<file path="config.mk">
export PLATFORM = sky130hd
export DESIGN_NAME = letc_core_stage_fifo
export DESIGN_NICKNAME = d
export VERILOG_FILES = /design/src/rtl/letc_core_stage_fifo.sv
export SDC_FILE = /design/constraint.sdc
export NUM_CORES = 1
export LEC_CHECK = 0
export ABC_AREA = 0
export CAP_MARGIN = 20
export CORE_MARGIN = 3
export CORE_UTILIZATION = 50
export CTS_CLUSTER_SIZE = 12
export DETAILED_ROUTE_END_ITERATION = 8
export PLACE_DENSITY_LB_ADDON = 0.12
export SLEW_MARGIN = 20
export SYNTH_ARGS = -nofsm -noshare
export SYNTH_HDL_FRONTEND = slang
export SYNTH_SLANG_ARGS = --single-unit
</file>
<file path="constraint.sdc">
create_clock -name i_clk -period 8.55 [get_ports i_clk]
set_input_delay 1.71 -clock i_clk [delete_from_list [all_inputs] [get_ports i_clk]]
set_output_delay 1.71 -clock i_clk [all_outputs]
set_load 0.03 [all_outputs]
</file>
<file path="src/rtl/letc_core_stage_fifo.sv">
// Elastic stage buffer for the LETC Core pipeline. It is a DEPTH-entry circular FIFO
// with valid/ready on both sides, a synchronous redirect flush and a selectable ready mode.
module letc_core_stage_fifo #(
    parameter int WIDTH      = 64,
    parameter int DEPTH      = 2,
    parameter bit PASS_READY = 1'b1
) (
    input  logic                       i_clk,
    input  logic                       i_rst_n,
    input  logic                       i_flush,
    input  logic                       i_in_valid,
    output logic                       o_in_ready,
    input  logic [WIDTH-1:0]           i_in_data,
    output logic                       o_out_valid,
    input  logic                       i_out_ready,
    output logic [WIDTH-1:0]           o_out_data,
    output logic [$clog2(DEPTH+1)-1:0] o_count,
    output logic                       o_empty,
    output logic                       o_full
);

    localparam int CW = $clog2(DEPTH + 1);
    localparam int PW = (DEPTH > 1) ? $clog2(DEPTH) : 1;

    logic [WIDTH-1:0] entries [DEPTH];
    logic [PW-1:0]    wr_ptr;
    logic [PW-1:0]    rd_ptr;
    logic [CW-1:0]    count;
    logic             full;
    logic             empty;
    logic             push;
    logic             pop;

    // Wrap by explicit compare so non-power-of-two depths work.
    function automatic logic [PW-1:0] next_ptr(input logic [PW-1:0] ptr);
        if (DEPTH == 1) begin
            return '0;
        end
        return (ptr == PW'(DEPTH - 1)) ? '0 : ptr + PW'(1);
    endfunction

    assign full  = (count == CW'(DEPTH));
    assign empty = (count == '0);

    generate
        if (PASS_READY) begin : g_pass_ready
            assign o_in_ready = !full || i_out_ready;
        end else begin : g_registered_ready
            assign o_in_ready = !full;
        end
    endgenerate

    assign push = i_in_valid && o_in_ready && !i_flush;
    assign pop  = o_out_valid && i_out_ready && !i_flush;

    assign o_out_valid = !empty;
    assign o_out_data  = entries[rd_ptr];
    assign o_count     = count;
    assign o_empty     = empty;
    assign o_full      = full;

    always_ff @(posedge i_clk) begin
        if (!i_rst_n) begin
            wr_ptr <= '0;
            rd_ptr <= '0;
            count  <= '0;
        end else if (i_flush) begin
            wr_ptr <= '0;
            rd_ptr <= '0;
            count  <= '0;
        end else begin
            if (push) begin
                wr_ptr <= next_ptr(wr_ptr);
            end
            if (pop) begin
                rd_ptr <= next_ptr(rd_ptr);
            end
            case ({push, pop})
                2'b10:   count <= count + CW'(1);
                2'b01:   count <= count - CW'(1);
                default: count <= count;
            endcase
        end
    end

    // On a full pass-through, wr_ptr equals rd_ptr, so the write lands in the slot being read out.
    always_ff @(posedge i_clk) begin
        if (!i_rst_n) begin
            for (int i = 0; i < DEPTH; i++) begin
                entries[i] <= '0;
            end
        end else if (push) begin
            entries[wr_ptr] <= i_in_data;
        end
    end

    a_count_bound : assert property (
        @(posedge i_clk) disable iff (!i_rst_n) count <= CW'(DEPTH)
    );

    a_no_push_when_not_ready : assert property (
        @(posedge i_clk) disable iff (!i_rst_n)
        (!o_in_ready && !i_flush) |=> (wr_ptr == $past(wr_ptr))
    );

endmodule

</file>
==> flow_summary.yaml, run 1 <==
pwr:
  leakagePower_nw: 2.96
  finalPower_w: 0.00160
  peakVddDrop_uv: 121
  power.density_nw_per_um2: 202
global_route:
  antenna_found_initial: 0
  grt_pass1_wl_um: 18400
  grtUsageTotal: 0.186
  overflow: 0
  grt_pass1_vias: 3657
  met2_usage: 0.320
  use_met1: 0.224
  grt_max_degree: 65
  grt-busiest-layer: "met2"
  use_met3: 0.0541
die:
  die-height_um: 114
  initial_core_util: 0.524
  num_rows: 38
  die-area_um2: 13000
  core-area_um2: 11100
  io_pins: 139
  die_x_um: 114
final_layout:
  nets: 586
  diodes: 0
  area_growth_pct: 35.8
  finish.instance_area_um2: 7910
  fillerInstances: 799
  drive_gt1_frac: 0.310
critical_path:
  cp.required_ns: 6.84
  slowest_delay_ns: 0.60
  cp.buffers_inverters: 3
  path_class: "in -> out"
  cpLargestDelayFamily: "buffers and inverters"
  reg2reg_from: "o_count[0]$_SDFFE_PP0P_"
  timing.critical_path.from: "i_out_ready"
  endpoint: "o_in_ready"
  rr_worst_depth: 4
  cp_common_cell: "clkdlybuf4s50_1"
  reg2reg_setup_slack_ns: 6.06
  crit_fanout: 6
  cp_num_cells: 4
  critical_path.cell_chain: "clkdlybuf4s50_1, nor3b_4, inv_1, clkdlybuf4s50_1"
  reg2reg_to: "entries[1][22]$_SDFFCE_PN0P_"
  start_kind: "primary input"
  critical_path_arrival_ns: 3.24
  end_kind: "output pin"
  crit_slowest_cell: "clkdlybuf4s50_1"
synthesis:
  synth.largest_area_cell: "edfxtp_1"
  synth_area_leaders: "edfxtp_1 (66%), mux2_2 (12%), and2_1 (8.1%)"
  synth_cells: 373
  synth_seq_cells: 133
  yosys_warnings: 0
  netlist.area_leader.share: 0.660
  yosysMostFrequentCell: "edfxtp_1"
  syn_nets: 443
  synth-main-ff-cell: "edfxtp_1"
  async_flop_share: 0
  synth_edf_count: 128
  syn_area_um2: 5830
  ys_seq_area_frac: 0.677
  yosys-top-cells-count: "edfxtp_1 (128), and2_1 (75), mux2_2 (64), and2_2 (53), clkbuf_1 (7)"
  syn_area_per_cell_um2: 15.6
  synth.distinct_cells: 25
clocking:
  path_clk_slew_ns: 0.06
  post_cts_buffers: 0
  cts_hold_buf: 0
  ctsResizeCount: 0
  cts_root_buffer: "clkbuf_16"
  cts_made_buffers: 17
  clk_path_buf_depth: 2
  cts.sinks: 133
  cts_max_level: 4
  clk_latency_ns: 0.41
  cts_tree: "yes"
sta:
  setup_tns_ns: 0
  finalSetupViolations: 0
  min_period_over_period: 0.579
  tightest_slew_ns: 0.999
  report.final.slew_viol_count: 0
  hold_violations: 0
  max_freq_mhz: 202
  fin_crit_ns: 4.95
  skew_ns: 0.0115
  relSlewSlack: 0.332
  rsz0062_at_grt: "false"
run_status:
  status: "finished clean"
place:
  hpwl_um: 7070
  gp_congestion: 0.715
  dpl_cell_area_um2: 7350
  numPortBuffers: 138
route:
  drt_wl_total_um: 11400
  wl_per_cell_um: 17.0
  final_antenna_net_count: 0
  drc: 0
  drt_iter0_markers: 161
  viasPerCell: 5.05
  vias: 3377
  drtPass1Iterations: 4
hold_path:
  hp-class: "reg -> reg"
  min_from: "rd_ptr$_SDFFE_PP0P_"
  min_path_cells: 2
run:
  maxCapViolations: 0
## cells by family (layout without fill, tap and decap cells)
| kind of cell | Yosys count | count (layout) | synth area share |
|---|---|---|---|
| AO/OA/AOI/OAI | 6 | 6 | 0.00515 |
| XOR/XNOR | 3 | 3 | 0.00451 |
| adder cells (fa/ha/maj) | 1 | 1 | 0.00215 |
| buffers and inverters | 22 | 178 | 0.0168 |
| flip-flops | 133 | 133 | 0.677 |
| multiplexers | 64 | 64 | 0.124 |
| AND/OR/NAND/NOR | 144 | 144 | 0.171 |
## registers in the layout (all words and copies together), names as in the netlist, named ones only
signal   flops
entries    128
o_count      2
wr_ptr       1
rd_ptr       1
## cells in the final DEF, fill, tap and decap left out, types with 2 or more instances in the layout
cell | Yosys | layout
inv_6 | 0 | 2
a21oi_1 | 2 | 2
clkinv_2 | 0 | 3
nor2_1 | 4 | 4
xor2_1 | 2 | 2
mux2_2 | 64 | 64
inv_1 | 3 | 3
or2_2 | 2 | 2
clkinvlp_4 | 0 | 6
clkbuf_16 | 0 | 17
clkinv_4 | 0 | 3
o21ai_0 | 4 | 3
buf_4 | 0 | 5
and2_2 | 53 | 53
and2_1 | 75 | 75
edfxtp_1 | 128 | 128
clkdlybuf4s50_1 | 0 | 138
dfxtp_1 | 5 | 4
## layout make-up
| type | count | area (um^2) | area share |
|---|---|---|---|
| clock inverter | 15 | 134 | 0.0169 |
| tap | 140 | 175 | 0.0221 |
| sequential | 133 | 3950 | 0.499 |
| inverter | 3 | 11.3 | 0.00142 |
| timing repair buffer | 143 | 1420 | 0.179 |
| multi-input combinational | 218 | 1800 | 0.228 |
| clock buffer | 17 | 425 | 0.0538 |
## power by group
group          leakage, nW  internal (W)  switching (W)
sequential            1.38      0.000747     0.00000829
combinational         1.32     0.0000835      0.0000886
clock                0.258      0.000400       0.000273
## worst reg2reg max path, stage by stage (launching register included)
cell	delay [ns]
dfxtp_1	0.49
nor3b_4	0.13
or2_2	0.35
o21ai_4	0.44
buf_4	0.66
## how the worst min path moves through the flow
stage	slack, ns	to
after floorplan	0.47	flip-flop
after global placement	0.49	rd_ptr$_SDFFE_PP0P_
after detailed placement	0.52	flip-flop
after CTS	0.54	flip-flop
after global routing	0.60	flip-flop
final	0.53	flip-flop
## metrics by stage
stage	worst slack [ns]	util	instances	hold WS [ns]
after global routing	3.52	0.711	669	0.597
final	3.60	0.711	669	0.531
after global placement	3.64	0.661	637	0.493
after detailed placement	3.61	0.661	637	0.521
after floorplan	1.14	-	373	0.472
after CTS	3.60	0.711	669	0.538
## metal layers
layer / share of wire / vias up
met2: 0.51 / 99
met3: 0.060 / 13
met5: 0 / -
met1: 0.41 / 1654
met4: 0.012 / 0
li1: - / 1611
Power figures use the tool's default switching activity.
==> run 2: changes to the inputs <==
Settings changed: CORE_UTILIZATION 50 to 45.
Clock period 8.55 ns to 4.1 ns, I/O delays scaled along.
==> run 2 against run 1 <==
Global-route usage is 2.1 points lower. Clock power is 99% higher. Clock skew is 0.0016 ns lower. Register-to-register slack worse by 4.1 ns. Die area is 11% higher. Via count hardly changed. Non-clock buffer count is 1 lower. Sequential power is 110% higher. Count of clock-buffer cells in the layout is 4 higher. Largest cell class unchanged.
==> flow_summary.yaml, run 2 (synthesis gave the netlist of run 1 again) <==
clocking:
  cts_hold_buf: 0
  clk_path_buf_depth: 2
  cts_max_level: 4
  cts_root_buffer: "clkbuf_16"
  cts_tree: "yes"
  ctsResizeCount: 0
  clk_latency_ns: 0.40
  cts.sinks: 133
  path_clk_slew_ns: 0.06
  cts_made_buffers: 17
  post_cts_buffers: 0
place:
  gp_congestion: 0.678
  post-place-ws_ns: 0.963
  numPortBuffers: 138
  hpwl_um: 6990
die:
  core-area_um2: 12300
  initial_core_util: 0.473
  die-area_um2: 14300
  io_pins: 139
  die-height_um: 120
  num_rows: 40
  die_x_um: 120
route:
  drt_wl_total_um: 11500
  drt_iter0_markers: 194
  dr_wl_met2_um: 5800
  viasPerCell: 4.86
  final_antenna_net_count: 0
  wl_met3_um: 660
  top_layer_used: "met4"
  detail_route.wirelength.met1_um: 4860
  drtPass1Iterations: 4
  vias: 3379
  drc: 0
  wl_per_cell_um: 16.5
final_layout:
  nets: 585
  final_common_cell: "clkdlybuf4s50_1"
  largest_reg_flops: 128
  diodes: 0
  drive_gt1_frac: 0.298
  top_register: "entries"
  final_cell_mix: "clkdlybuf4s50_1 (138), edfxtp_1 (128), and2_1 (75)"
  regArea_um2: 3950
  fillerInstances: 954
  multi_input_area_um2: 1800
  area_growth_pct: 36.2
critical_path:
  cp.buffers_inverters: 1
  reg2reg_setup_slack_ns: 1.98
  crit_fanout: 64
  cpLargestDelayFamily: "flip-flops"
  slowest_delay_ns: 0.93
  end_kind: "output pin"
  critical_path.cell_chain: "mux2_2, clkdlybuf4s50_1"
  cp.required_ns: 3.28
  crit_slowest_cell: "dfxtp_4"
  start_kind: "flip-flop"
  path_class: "reg -> out"
  critical_path_arrival_ns: 2.41
sta:
  relSlewSlack: 0.403
  worst_slack_ns: 0.867
  max_freq_mhz: 309
  tightest_slew_ns: 0.895
  hold_violations: 0
  skew_ns: 0.00990
  setup_tns_ns: 0
  rsz0062_at_grt: "false"
  report.final.slew_viol_count: 0
  fin_crit_ns: 3.23
  finalSetupViolations: 0
  min_period_over_period: 0.789
pwr:
  clkPwrFrac: 0.409
  swShare: 0.220
  leakagePower_nw: 2.95
  p_sw_w: 0.000721
  power.density_nw_per_um2: 413
  combPwrFrac: 0.111
  peakVddDrop_uv: 195
  internal_power_w: 0.00256
  power_frac_seq: 0.481
hold_path:
  hp-class: "reg -> reg"
run_status:
  status: "finished clean"
global_route:
  grt_max_degree: 65
  overflow: 0
  grtUsageTotal: 0.165
  antenna_found_initial: 0
  grt_pass1_vias: 3627
  grt_pass1_wl_um: 18200
run:
  maxCapViolations: 0
run 2: worst register-to-register path, cell delays in order (launching register included):
cell and delay, ns:
dfxtp_1 0.48, nor3b_4 0.12, or3_2 0.51, nand2_4 0.36, buf_12 0.31
run 2: power groups by stage:
| stage | logic, W | clock network [W] | registers (W) |
|---|---|---|---|
| finish | 0.000363 | 0.00134 | 0.00157 |
| global route | 0.000383 | 0.00142 | 0.00158 |
| CTS | 0.000368 | 0.00137 | 0.00158 |
| detailed placement | 0.000366 | 0 | 0.00160 |
| global placement | 0.000365 | 0 | 0.00160 |
| floorplan | 0.000182 | 0 | 0.00160 |
run 2: layer usage:
metal	global-route usage	up-vias
met3	0.0443	15
met1	0.201	1651
li1	-	1607
met2	0.280	106
met5	0	-
met4	0.0644	0
run 2: stage by stage:
step / hold WS, ns / cell area [um^2] / power, W / instances / util
5_1_grt: 0.563 / 7930 / 0.00338 / 695 / 0.644
4_1_cts: 0.520 / 7930 / 0.00331 / 695 / 0.644
3_5_place_dp: 0.495 / 7410 / 0.00197 / 664 / 0.602
2_1_floorplan: 0.472 / 5830 / 0.00178 / 373 / -
6_report: 0.514 / 7930 / 0.00328 / 695 / 0.644
3_3_place_gp: 0.485 / 7410 / 0.00196 / 664 / 0.602
run 2: final timing paths:
path	startpoint	cells after the start	end
max	flip-flop	2	o_out_data[33]
min	rd_ptr$_SDFFE_PP0P_	2	flip-flop
max reg2reg	o_count[0]$_SDFFE_PP0P_	4	entries[0][51]$_SDFFCE_PN0P_
min reg2reg	rd_ptr$_SDFFE_PP0P_	2	flip-flop
run 2: cell type report:
cell class	instances	area share
Multi-Input combinational cell	218	0.227
Clock inverter	10	0.0107
Tap cell	168	0.0265
Clock buffer	21	0.0555
Inverter	3	0.00142
Sequential cell	133	0.498
Timing Repair Buffer	142	0.181
